## src/rtl/pc_branch_ctrl_if.sv

```systemverilog
// ============================================================================
// pc_branch_ctrl_if : flag, branch-handshake and PC bus of pc_branch_ctrl
// Rev 1.0
// ============================================================================
`default_nettype none

interface pc_branch_ctrl_if #(
    parameter int unsigned PC_WIDTH  = 32,
    parameter int unsigned CNT_WIDTH = 16
);
    logic                 PC_EN;
    logic                 FLAG_WE;
    logic                 NF_IN;
    logic                 ZF_IN;
    logic                 BR_VALID;
    logic                 BR_READY;
    logic [2:0]           BR_COND;
    logic [PC_WIDTH-1:0]  BR_TARGET;
    logic [PC_WIDTH-1:0]  PC;
    logic                 PC_LOAD;
    logic                 BR_TAKEN;
    logic [CNT_WIDTH-1:0] TAKEN_CNT;
    logic [CNT_WIDTH-1:0] NTAKEN_CNT;

    modport master (
        output PC_EN, FLAG_WE, NF_IN, ZF_IN, BR_VALID, BR_COND, BR_TARGET,
        input  BR_READY, PC, PC_LOAD, BR_TAKEN, TAKEN_CNT, NTAKEN_CNT
    );

    modport slave (
        input  PC_EN, FLAG_WE, NF_IN, ZF_IN, BR_VALID, BR_COND, BR_TARGET,
        output BR_READY, PC, PC_LOAD, BR_TAKEN, TAKEN_CNT, NTAKEN_CNT
    );
endinterface

`default_nettype wire

```

## src/rtl/pc_branch_ctrl.sv

```systemverilog
// ============================================================================
// pc_branch_ctrl : PC register, ALU flag latch and branch resolution unit.
// Optional taken/not-taken counters enabled by macro BRANCH_STATS_EN.
// Rev 1.0
// ============================================================================
`default_nettype none

module pc_branch_ctrl #(
    parameter int unsigned          PC_WIDTH  = 32,
    parameter int unsigned          PC_INC    = 4,
    parameter logic [PC_WIDTH-1:0]  RESET_PC  = '0,
    parameter int unsigned          CNT_WIDTH = 16
) (
    input  wire logic          CLK,
    input  wire logic          RST,
    pc_branch_ctrl_if.slave    bus
);

    localparam logic [2:0] c_NEVER  = 3'b000;
    localparam logic [2:0] c_BEQ    = 3'b001;
    localparam logic [2:0] c_BNE    = 3'b010;
    localparam logic [2:0] c_BLTZ   = 3'b011;
    localparam logic [2:0] c_BGEZ   = 3'b100;
    localparam logic [2:0] c_BGTZ   = 3'b101;
    localparam logic [2:0] c_BLEZ   = 3'b110;
    localparam logic [2:0] c_ALWAYS = 3'b111;

    typedef enum logic [0:0] {
        S_IDLE = 1'b0,
        S_WAIT = 1'b1
    } state_t;

    state_t              r_state;
    logic                r_br_ready;
    logic                r_nf;
    logic                r_zf;
    logic                r_flags_vld;
    logic [2:0]          r_cond;
    logic [PC_WIDTH-1:0] r_target;
    logic [PC_WIDTH-1:0] r_pc;
    logic                r_pc_load;
    logic                r_br_taken;

    logic                w_eff_n;
    logic                w_eff_z;
    logic                w_in_wait;
    logic [2:0]          w_sel_cond;
    logic [PC_WIDTH-1:0] w_sel_tgt;
    logic                w_flag_free;
    logic                w_can_resolve;
    logic                w_resolve;
    logic                w_capture;
    logic                w_cond_true;
    logic                w_taken;
    logic                w_consume;

    // Flags written this cycle bypass the latch so a same-cycle branch sees them
    assign w_eff_n       = bus.FLAG_WE ? bus.NF_IN : r_nf;
    assign w_eff_z       = bus.FLAG_WE ? bus.ZF_IN : r_zf;
    assign w_in_wait     = (r_state == S_WAIT);
    assign w_sel_cond    = w_in_wait ? r_cond   : bus.BR_COND;
    assign w_sel_tgt     = w_in_wait ? r_target : bus.BR_TARGET;
    assign w_flag_free   = (bus.BR_COND == c_NEVER) || (bus.BR_COND == c_ALWAYS);
    assign w_can_resolve = w_flag_free || r_flags_vld || bus.FLAG_WE;
    assign w_resolve     = w_in_wait ? bus.FLAG_WE : (bus.BR_VALID && w_can_resolve);
    assign w_capture     = !w_in_wait && bus.BR_VALID && !w_can_resolve;

    always_comb begin
        w_cond_true = 1'b0;
        case (w_sel_cond)
            c_NEVER:  w_cond_true = 1'b0;
            c_BEQ:    w_cond_true = w_eff_z;
            c_BNE:    w_cond_true = !w_eff_z;
            c_BLTZ:   w_cond_true = w_eff_n;
            c_BGEZ:   w_cond_true = !w_eff_n;
            c_BGTZ:   w_cond_true = !w_eff_n && !w_eff_z;
            c_BLEZ:   w_cond_true = w_eff_n || w_eff_z;
            c_ALWAYS: w_cond_true = 1'b1;
            default:  w_cond_true = 1'b0;
        endcase
    end

    assign w_taken   = w_resolve && w_cond_true;
    assign w_consume = w_resolve && (w_sel_cond != c_NEVER) && (w_sel_cond != c_ALWAYS);

    always_ff @(posedge CLK) begin
        if (RST) begin
            r_state     <= S_IDLE;
            r_br_ready  <= 1'b1;
            r_nf        <= 1'b0;
            r_zf        <= 1'b0;
            r_flags_vld <= 1'b0;
            r_cond      <= c_NEVER;
            r_target    <= '0;
            r_pc        <= RESET_PC;
            r_pc_load   <= 1'b0;
            r_br_taken  <= 1'b0;
        end else begin
            case (r_state)
                S_IDLE: begin
                    if (w_capture) begin
                        r_state    <= S_WAIT;
                        r_br_ready <= 1'b0;
                        r_cond     <= bus.BR_COND;
                        r_target   <= bus.BR_TARGET;
                    end
                end
                S_WAIT: begin
                    if (bus.FLAG_WE) begin
                        r_state    <= S_IDLE;
                        r_br_ready <= 1'b1;
                    end
                end
                default: begin
                    r_state    <= S_IDLE;
                    r_br_ready <= 1'b1;
                end
            endcase

            if (bus.FLAG_WE) begin
                r_nf <= bus.NF_IN;
                r_zf <= bus.ZF_IN;
            end
            // Consumption overrides a same-cycle flag write
            if (w_consume) begin
                r_flags_vld <= 1'b0;
            end else if (bus.FLAG_WE) begin
                r_flags_vld <= 1'b1;
            end

            if (w_taken) begin
                r_pc       <= w_sel_tgt;
                r_pc_load  <= 1'b1;
                r_br_taken <= 1'b1;
            end else if (bus.PC_EN) begin
                r_pc       <= r_pc + PC_WIDTH'(PC_INC);
                r_pc_load  <= 1'b1;
                r_br_taken <= 1'b0;
            end else begin
                r_pc_load  <= 1'b0;
                r_br_taken <= 1'b0;
            end
        end
    end

    assign bus.BR_READY = r_br_ready;
    assign bus.PC       = r_pc;
    assign bus.PC_LOAD  = r_pc_load;
    assign bus.BR_TAKEN = r_br_taken;

`ifdef BRANCH_STATS_EN
    logic [CNT_WIDTH-1:0] r_taken_cnt;
    logic [CNT_WIDTH-1:0] r_ntaken_cnt;

    always_ff @(posedge CLK) begin
        if (RST) begin
            r_taken_cnt  <= '0;
            r_ntaken_cnt <= '0;
        end else begin
            if (w_taken && (r_taken_cnt != '1)) begin
                r_taken_cnt <= r_taken_cnt + 1'b1;
            end
            if (w_resolve && !w_taken && (r_ntaken_cnt != '1)) begin
                r_ntaken_cnt <= r_ntaken_cnt + 1'b1;
            end
        end
    end

    assign bus.TAKEN_CNT  = r_taken_cnt;
    assign bus.NTAKEN_CNT = r_ntaken_cnt;
`else
    assign bus.TAKEN_CNT  = '0;
    assign bus.NTAKEN_CNT = '0;
`endif

endmodule

`default_nettype wire

```

## src/flat_wrapper.sv

```systemverilog
// flat-port wrapper written by rule: the top's interface ports become plain ports
module pc_branch_ctrl_flat 
#(
    parameter int unsigned          PC_WIDTH  = 32,
    parameter int unsigned          PC_INC    = 4,
    parameter logic [PC_WIDTH-1:0]  RESET_PC  = '0,
    parameter int unsigned          CNT_WIDTH = 16
)
  (CLK, RST, bus_PC_EN, bus_FLAG_WE, bus_NF_IN, bus_ZF_IN, bus_BR_VALID, bus_BR_COND, bus_BR_TARGET, bus_BR_READY, bus_PC, bus_PC_LOAD, bus_BR_TAKEN, bus_TAKEN_CNT, bus_NTAKEN_CNT);
  pc_branch_ctrl_if #(.PC_WIDTH(PC_WIDTH), .CNT_WIDTH(CNT_WIDTH)) bus_i ();
  input  wire logic CLK;
  input  wire logic RST;
  input wire logic [$bits(bus_i.PC_EN)-1:0] bus_PC_EN;
  input wire logic [$bits(bus_i.FLAG_WE)-1:0] bus_FLAG_WE;
  input wire logic [$bits(bus_i.NF_IN)-1:0] bus_NF_IN;
  input wire logic [$bits(bus_i.ZF_IN)-1:0] bus_ZF_IN;
  input wire logic [$bits(bus_i.BR_VALID)-1:0] bus_BR_VALID;
  input wire logic [$bits(bus_i.BR_COND)-1:0] bus_BR_COND;
  input wire logic [$bits(bus_i.BR_TARGET)-1:0] bus_BR_TARGET;
  output wire logic [$bits(bus_i.BR_READY)-1:0] bus_BR_READY;
  output wire logic [$bits(bus_i.PC)-1:0] bus_PC;
  output wire logic [$bits(bus_i.PC_LOAD)-1:0] bus_PC_LOAD;
  output wire logic [$bits(bus_i.BR_TAKEN)-1:0] bus_BR_TAKEN;
  output wire logic [$bits(bus_i.TAKEN_CNT)-1:0] bus_TAKEN_CNT;
  output wire logic [$bits(bus_i.NTAKEN_CNT)-1:0] bus_NTAKEN_CNT;
  assign bus_i.PC_EN = bus_PC_EN;
  assign bus_i.FLAG_WE = bus_FLAG_WE;
  assign bus_i.NF_IN = bus_NF_IN;
  assign bus_i.ZF_IN = bus_ZF_IN;
  assign bus_i.BR_VALID = bus_BR_VALID;
  assign bus_i.BR_COND = bus_BR_COND;
  assign bus_i.BR_TARGET = bus_BR_TARGET;
  assign bus_BR_READY = bus_i.BR_READY;
  assign bus_PC = bus_i.PC;
  assign bus_PC_LOAD = bus_i.PC_LOAD;
  assign bus_BR_TAKEN = bus_i.BR_TAKEN;
  assign bus_TAKEN_CNT = bus_i.TAKEN_CNT;
  assign bus_NTAKEN_CNT = bus_i.NTAKEN_CNT;
  pc_branch_ctrl #(.PC_WIDTH(PC_WIDTH), .PC_INC(PC_INC), .RESET_PC(RESET_PC), .CNT_WIDTH(CNT_WIDTH)) u_core (.CLK(CLK), .RST(RST), .bus(bus_i));
endmodule
```

## config.mk

```make
export PLATFORM = sky130hd
export DESIGN_NAME = pc_branch_ctrl_flat
export DESIGN_NICKNAME = d
export VERILOG_FILES = /design/src/rtl/pc_branch_ctrl_if.sv /design/src/rtl/pc_branch_ctrl.sv /design/src/flat_wrapper.sv
export SDC_FILE = /design/constraint.sdc
export NUM_CORES = 1
export LEC_CHECK = 0
export BUFFER_PORTS_ARGS = -buffer_cell sky130_fd_sc_hd__buf_2
export CAP_MARGIN = 10
export CORE_ASPECT_RATIO = 0.7
export CORE_MARGIN = 4
export CORE_UTILIZATION = 40
export CTS_BUF_LIST = sky130_fd_sc_hd__clkbuf_8
export CTS_CLUSTER_SIZE = 20
export DETAILED_ROUTE_END_ITERATION = 8
export GPL_ROUTABILITY_DRIVEN = 1
export PLACE_DENSITY = 0.74
export SYNTH_ARGS = -nofsm -noshare
export SYNTH_HDL_FRONTEND = slang
export SYNTH_SLANG_ARGS = --single-unit
export TNS_END_PERCENT = 100
```

## constraint.sdc

```tcl
create_clock -name CLK -period 2.5 [get_ports CLK]
set_input_delay 0.75 -clock CLK [delete_from_list [all_inputs] [get_ports CLK]]
set_output_delay 0.75 -clock CLK [all_outputs]
set_load 0.02 [all_outputs]
```

==> impl_metrics.env, run 1 <==
export IMPL_wire_per_inst_microns=16.1
export IMPL_gp_congestion=0.856
export IMPL_grtUsageMet1=0.233
export IMPL_p_int_w=0.00210
export IMPL_antenna_found_initial=0
export IMPL_synth_edf_count=0
export IMPL_yosys_area_top_type_share=0.351
export IMPL_cts_tree="yes"
export IMPL_crit_type="in2reg"
export IMPL_initial_core_util=0.409
export IMPL_syn_inst=427
export IMPL_synth_warnings=0
export IMPL_cts_root_buf="clkbuf_8"
export IMPL_clock_skew_final_ps=7.15
export IMPL_end_kind="flop"
export IMPL_grt_pass1_vias=3379
export IMPL_grt_pass1_wl_microns=16700
export IMPL_rsz0062_at_grt="no"
export IMPL_power_share_clock=0.311
export IMPL_total_power_w=0.00306
export IMPL_post_cts_setup_buffers=0
export IMPL_synthTopCellsByArea="dfxtp_1, mux2i_1, a211oi_2"
export IMPL_yosysSeqAreaShare=0.351
export IMPL_p_leak_nw=2.16
export IMPL_ant_nets=0
export IMPL_cts_buffer_depth=2
export IMPL_worstMarginPinSlew_ps=677
export IMPL_pin_count=109
export IMPL_clkTransAtPathRegs_ps=70
export IMPL_peakVddDrop_uv=341
export IMPL_fmax_mhz=442
export IMPL_grt_busiest_layer="met2"
export IMPL_layout_min_cycle_time_ps=2260
export IMPL_rows=31
export IMPL_grt_usage=0.171
export IMPL_worstPathArrival_ps=2530
export IMPL_yosysTopAreaCell="dfxtp_1"
export IMPL_vias=3365
export IMPL_ys_top_cells_by_count="dfxtp_1, nor2_1, mux2i_1"
export IMPL_hold_class="reg2reg"
export IMPL_place_hpwl_microns=7500
export IMPL_grt_overflow_total=0
export IMPL_cp_data_required_time_ps=2760
export IMPL_core_area_sq_mm=0.0103
export IMPL_path_delay_family="simple AND/OR/NAND/NOR gates"
export IMPL_drtIter0Drc=273
export IMPL_max_slew_margin=0.549
export IMPL_ys_types=43
export IMPL_synth_most_common_cell="dfxtp_1"
export IMPL_power_switching_w=0.000954
export IMPL_htree_num_levels=3
export IMPL_post_cts_resized=0
export IMPL_grt_max_degree=39
export IMPL_worst_setup_path_start_kind="primary input"
export IMPL_critPathBufInv=2
export IMPL_cts_buffers=9
export IMPL_fin_nets=544
export IMPL_worstSkewPairLatency_ps=340
export IMPL_switching_share=0.312
export IMPL_syn_avg_cell_area_sq_um=9.89
export IMPL_status="completed"
export IMPL_place_port_buffers=76
export IMPL_finalCritPeriodShare=0.906
export IMPL_p_seq_frac=0.449
export IMPL_cp_slowest_cell="or3_2"
export IMPL_grtUsageMet2=0.259
export IMPL_antennaDiodeCount=0
export IMPL_netlist_area_sq_mm=0.00422
export IMPL_drive_gt1_frac=0.356
export IMPL_wl_microns=10300
export IMPL_die_area_sq_mm=0.0123
export IMPL_synth_seq_cells=74
export IMPL_async_flop_share=0
export IMPL_die_w_microns=131
export IMPL_critical_path_max_stage_delay_ps=570
export IMPL_clock_sinks=74
export IMPL_area_delta_synth_final_pct=15.8
export IMPL_worstPathMaxFanout=14
export IMPL_combPwrFrac=0.240
export IMPL_hold_slack_ps=490
export IMPL_use_met3=0.0489
export IMPL_path_cells="buf_2 > nor3_1 > o41a_1 > o41ai_4 > or3_2 > buf_12 > a211oi_1"
export IMPL_ys_flop_type="dfxtp_1"
export IMPL_cap_violations=0
export IMPL_avgViaCountPerCell=5.28
export IMPL_first_pass_iters=4
export IMPL_slew_violations=0
export IMPL_die_h_microns=94.0
export IMPL_final_hold_viol_count=0
export IMPL_power_density_mw_per_mm2=625
export IMPL_route_detailed_drc=0
export IMPL_holdBufCountCts=0
export IMPL_finalSetupViolCount=0
## path summary, 6_finish.rpt
check	cells past startpoint	start	to	slack, ps
hold / removal	2	u_core.bus.PC[0]	u_core.bus.PC[0]	490
setup reg to reg	6	u_core.r_state	u_core.bus.PC[0]	270
hold reg to reg	2	u_core.bus.PC[0]	u_core.bus.PC[0]	490
setup / recovery	7	bus_BR_COND[1]	u_core.bus.PC[0]	240
## final cells by class
| type | count | area (sq um) |
|---|---|---|
| Fill cell | 1006 | 5430 |
| Multi-Input combinational cell | 314 | 2430 |
| Sequential cell | 74 | 1480 |
| Timing Repair Buffer | 97 | 588 |
| Clock buffer | 12 | 165 |
| Tap cell | 132 | 165 |
| Clock inverter | 3 | 38.8 |
| Inverter | 5 | 18.8 |
## routing by layer
layer / part of all wire / wire length [microns]
met1: 0.47 / 4780
met2: 0.44 / 4540
met3: 0.072 / 741
met4: 0.019 / 194
met5: 0 / 0
## flip-flops by register name, indices dropped and copies added, names as in the netlist
name                 count
u_core.r_state           1
u_core.r_nf              1
u_core.bus.BR_READY      1
u_core.r_zf              1
u_core.r_cond            3
u_core.r_target         32
u_core.r_flags_vld       1
u_core.bus.PC_LOAD       1
u_core.bus.BR_TAKEN      1
u_core.bus.PC           32
## cells in the final DEF, fill, tap and decap left out, types with 2 or more instances in the layout
| cell type | instances |
|---|---|
| nand2_1 | 7 |
| conb_1 | 32 |
| nor2_1 | 45 |
| o211ai_2 | 2 |
| buf_2 | 76 |
| mux2_1 | 2 |
| a211oi_1 | 4 |
| and4_1 | 2 |
| buf_4 | 17 |
| a21oi_1 | 2 |
| mux2_2 | 29 |
| and3_1 | 5 |
| nor4_4 | 2 |
| clkbuf_8 | 12 |
| nor4_1 | 31 |
| xor2_1 | 23 |
| xnor2_1 | 6 |
| mux2_4 | 2 |
| nand3_1 | 12 |
| nor3_1 | 6 |
| nor2b_1 | 4 |
| a211oi_2 | 28 |
| inv_1 | 6 |
| nand4_1 | 12 |
| a221oi_1 | 3 |
| dfxtp_1 | 73 |
| buf_12 | 4 |
| mux2i_1 | 39 |
## tightest hold or removal path: stages, from the launching register on
cell,delay [ps]
dfxtp_1,330
inv_1,60
a211oi_1,50
## power groups by stage
stage	combinational [W]	sequential (W)	clock, W
6_report	0.000733	0.00137	0.000950
5_1_grt	0.000797	0.00139	0.00103
4_1_cts	0.000734	0.00137	0.000982
3_5_place_dp	0.000729	0.00140	0
3_3_place_gp	0.000713	0.00139	0
2_1_floorplan	0.000491	0.00145	0
## stage by stage
step / TNS, ps / area (sq um) / worst slack, ps / cells / utilization
6_report: 0 / 4890 / 235 / 637 / 0.474
5_1_grt: 0 / 4890 / 132 / 637 / 0.474
4_1_cts: 0 / 4890 / 250 / 637 / 0.474
3_5_place_dp: -1960 / 4690 / -104 / 622 / 0.454
3_3_place_gp: -880 / 4690 / -57.0 / 622 / 0.454
2_1_floorplan: 0 / 4340 / 139 / 458 / -
## kinds of logic (layout without fill, tap and decap cells)
kind of cell / count (synthesis) / in the layout / share of synthesized area
AO/OA/AOI/OAI: 45 / 45 / 0.119
AND/OR/NAND/NOR: 133 / 133 / 0.172
XOR/XNOR: 29 / 29 / 0.0602
multiplexers: 74 / 74 / 0.191
other: 1 / 32 / 0.000888
adder cells (fa/ha/maj): 1 / 1 / 0.00296
flip-flops: 74 / 74 / 0.351
buffers and inverters: 70 / 117 / 0.104
(Power assumes the default switching activity.)
==> run 2, diff against run 1 <==
- HOLD_SLACK_MARGIN: default -> 0.08
- REMOVE_ABC_BUFFERS: default -> 1
==> run 2 against run 1 <==
Effect of this change: worst setup slack got worse by 76 ps; final cell count rose by 0.31%; hold slack got worse by 7.9 ps; routed wire length rose by 3.3%; clock skew rose by 3.7 ps; sequential power barely moved; fmax fell by 3.2%; largest cell class unchanged.
==> impl_metrics.env, run 2 (synthesis gave the netlist of run 1 again) <==
export IMPL_status="completed"
export IMPL_clkTransAtPathRegs_ps=80
export IMPL_layout_min_cycle_time_ps=2340
export IMPL_antennaDiodeCount=0
export IMPL_place_port_buffers=76
export IMPL_first_pass_iters=4
export IMPL_fmax_mhz=427
export IMPL_grt_usage=0.178
export IMPL_place_hpwl_microns=7570
export IMPL_antenna_found_initial=0
export IMPL_final_cells=639
export IMPL_die_area_sq_mm=0.0123
export IMPL_cts_buffers=9
export IMPL_clock_sinks=74
export IMPL_end_kind="flop"
export IMPL_vias=3390
export IMPL_final_common_cell="buf_2"
export IMPL_route_detailed_drc=0
export IMPL_cts_buffer_depth=2
export IMPL_drtIter0Drc=183
export IMPL_ant_nets=0
export IMPL_cts_tree="yes"
export IMPL_layout_common_cells="buf_2, dfxtp_1, nor2_1"
export IMPL_worstPathMaxFanout=19
export IMPL_finalSetupViolCount=0
export IMPL_initial_core_util=0.409
export IMPL_grt_pass1_vias=3407
export IMPL_crit_type="reg2reg"
export IMPL_pin_count=109
export IMPL_worstSkewPairLatency_ps=360
export IMPL_slew_violations=0
export IMPL_finalCritPeriodShare=0.936
export IMPL_grt_max_degree=33
export IMPL_wl_microns=10600
export IMPL_grt_pass1_wl_microns=17300
export IMPL_cp_data_required_time_ps=2780
export IMPL_die_w_microns=131
export IMPL_hold_class="reg2reg"
export IMPL_gp_congestion=0.809
export IMPL_peakVddDrop_uv=356
export IMPL_avgViaCountPerCell=5.31
export IMPL_setup_tns_ps=0
export IMPL_power_share_clock=0.323
export IMPL_worst_setup_path_start_kind="flop"
export IMPL_drive_gt1_frac=0.357
export IMPL_fillers=985
export IMPL_grt_overflow_total=0
export IMPL_cts_root_buf="clkbuf_8"
export IMPL_area_delta_synth_final_pct=16.5
export IMPL_rows=31
export IMPL_wire_per_inst_microns=16.6
export IMPL_final_hold_viol_count=0
export IMPL_post_cts_setup_buffers=0
export IMPL_worstPathArrival_ps=2620
export IMPL_power_density_mw_per_mm2=634
export IMPL_core_area_sq_mm=0.0103
export IMPL_htree_num_levels=3
export IMPL_rsz0062_at_grt="no"
export IMPL_p_int_w=0.00214
export IMPL_p_seq_frac=0.439
export IMPL_combPwrFrac=0.239
export IMPL_clock_skew_final_ps=10.9
export IMPL_switching_share=0.315
export IMPL_die_h_microns=94.0
export IMPL_placed_cells=623
export IMPL_cap_violations=0
export IMPL_fin_nets=545
export IMPL_power_switching_w=0.000984
export IMPL_p_leak_nw=2.18
==> run 2: changes by cell type in the layout (fill, tap and decap cells not counted) <==
| cell | delta |
|---|---|
| buf_8 | +1 |
| clkbuf_8 | +1 |
| clkinv_2 | -1 |
| inv_1 | +1 |
==> run 2: final timing paths <==
kind | startpoint | end | slack, ps | depth (start not counted)
hold / removal | u_core.bus.PC[0] | u_core.bus.PC[0] | 480 | 2
setup reg to reg | u_core.r_state | u_core.bus.PC[0] | 160 | 7
setup / recovery | u_core.r_state | u_core.bus.PC[0] | 160 | 7
hold reg to reg | u_core.bus.PC[0] | u_core.bus.PC[0] | 480 | 2
==> run 2: power groups by stage <==
stage | Combinational [W] | Clock [W] | Sequential, W
2_1_floorplan | 0.000394 | 0 | 0.00146
3_3_place_gp | 0.000722 | 0 | 0.00139
3_5_place_dp | 0.000740 | 0 | 0.00139
4_1_cts | 0.000747 | 0.00104 | 0.00137
5_1_grt | 0.000808 | 0.00108 | 0.00138
6_report | 0.000744 | 0.00101 | 0.00137
==> run 2: critical path, stage by stage (launching register included) <==
cell and delay [ps]:
dfxtp_2 480, buf_8 230, mux2_1 170, o41a_1 230
o41ai_4 110, or3_2 510, buf_4 250, a211oi_1 260
==> run 2: routing by layer <==
metal | vias to the layer above | track usage | share of wire
met3 | 4 | 0.0580 | 0.069
li1 | 1636 | - | -
met1 | 1653 | 0.227 | 0.45
met2 | 97 | 0.287 | 0.48
met5 | - | 0 | 0
met4 | 0 | 0.0539 | 0.0027
==> run 2: cell type report <==
cell class / count / area (sq um) / area share
multi-input combinational: 314 / 2430 / 0.494
clock buffer: 13 / 179 / 0.0364
inverter: 5 / 18.8 / 0.00382
timing repair buffer: 98 / 603 / 0.123
sequential: 74 / 1480 / 0.302
tap: 132 / 165 / 0.0336
clock inverter: 3 / 37.5 / 0.00763
==> run 2: through the flow <==
stage	setup slack, ps	power [W]	util	hold WS (ps)	area, sq um
after floorplan	-2110	0.00185	-	458	3920
after global placement	-61.9	0.00211	0.455	463	4690
after detailed placement	-148	0.00213	0.455	468	4690
after CTS	42.5	0.00315	0.476	482	4910
after global routing	15.8	0.00327	0.477	517	4920
final	160	0.00312	0.477	482	4920
==> run 2: what timing repair did <==
item / CTS / global route
hold buffers: 0 / 0
resized for setup: 0 / 2
endpoints found under the setup margin: 0 / 4
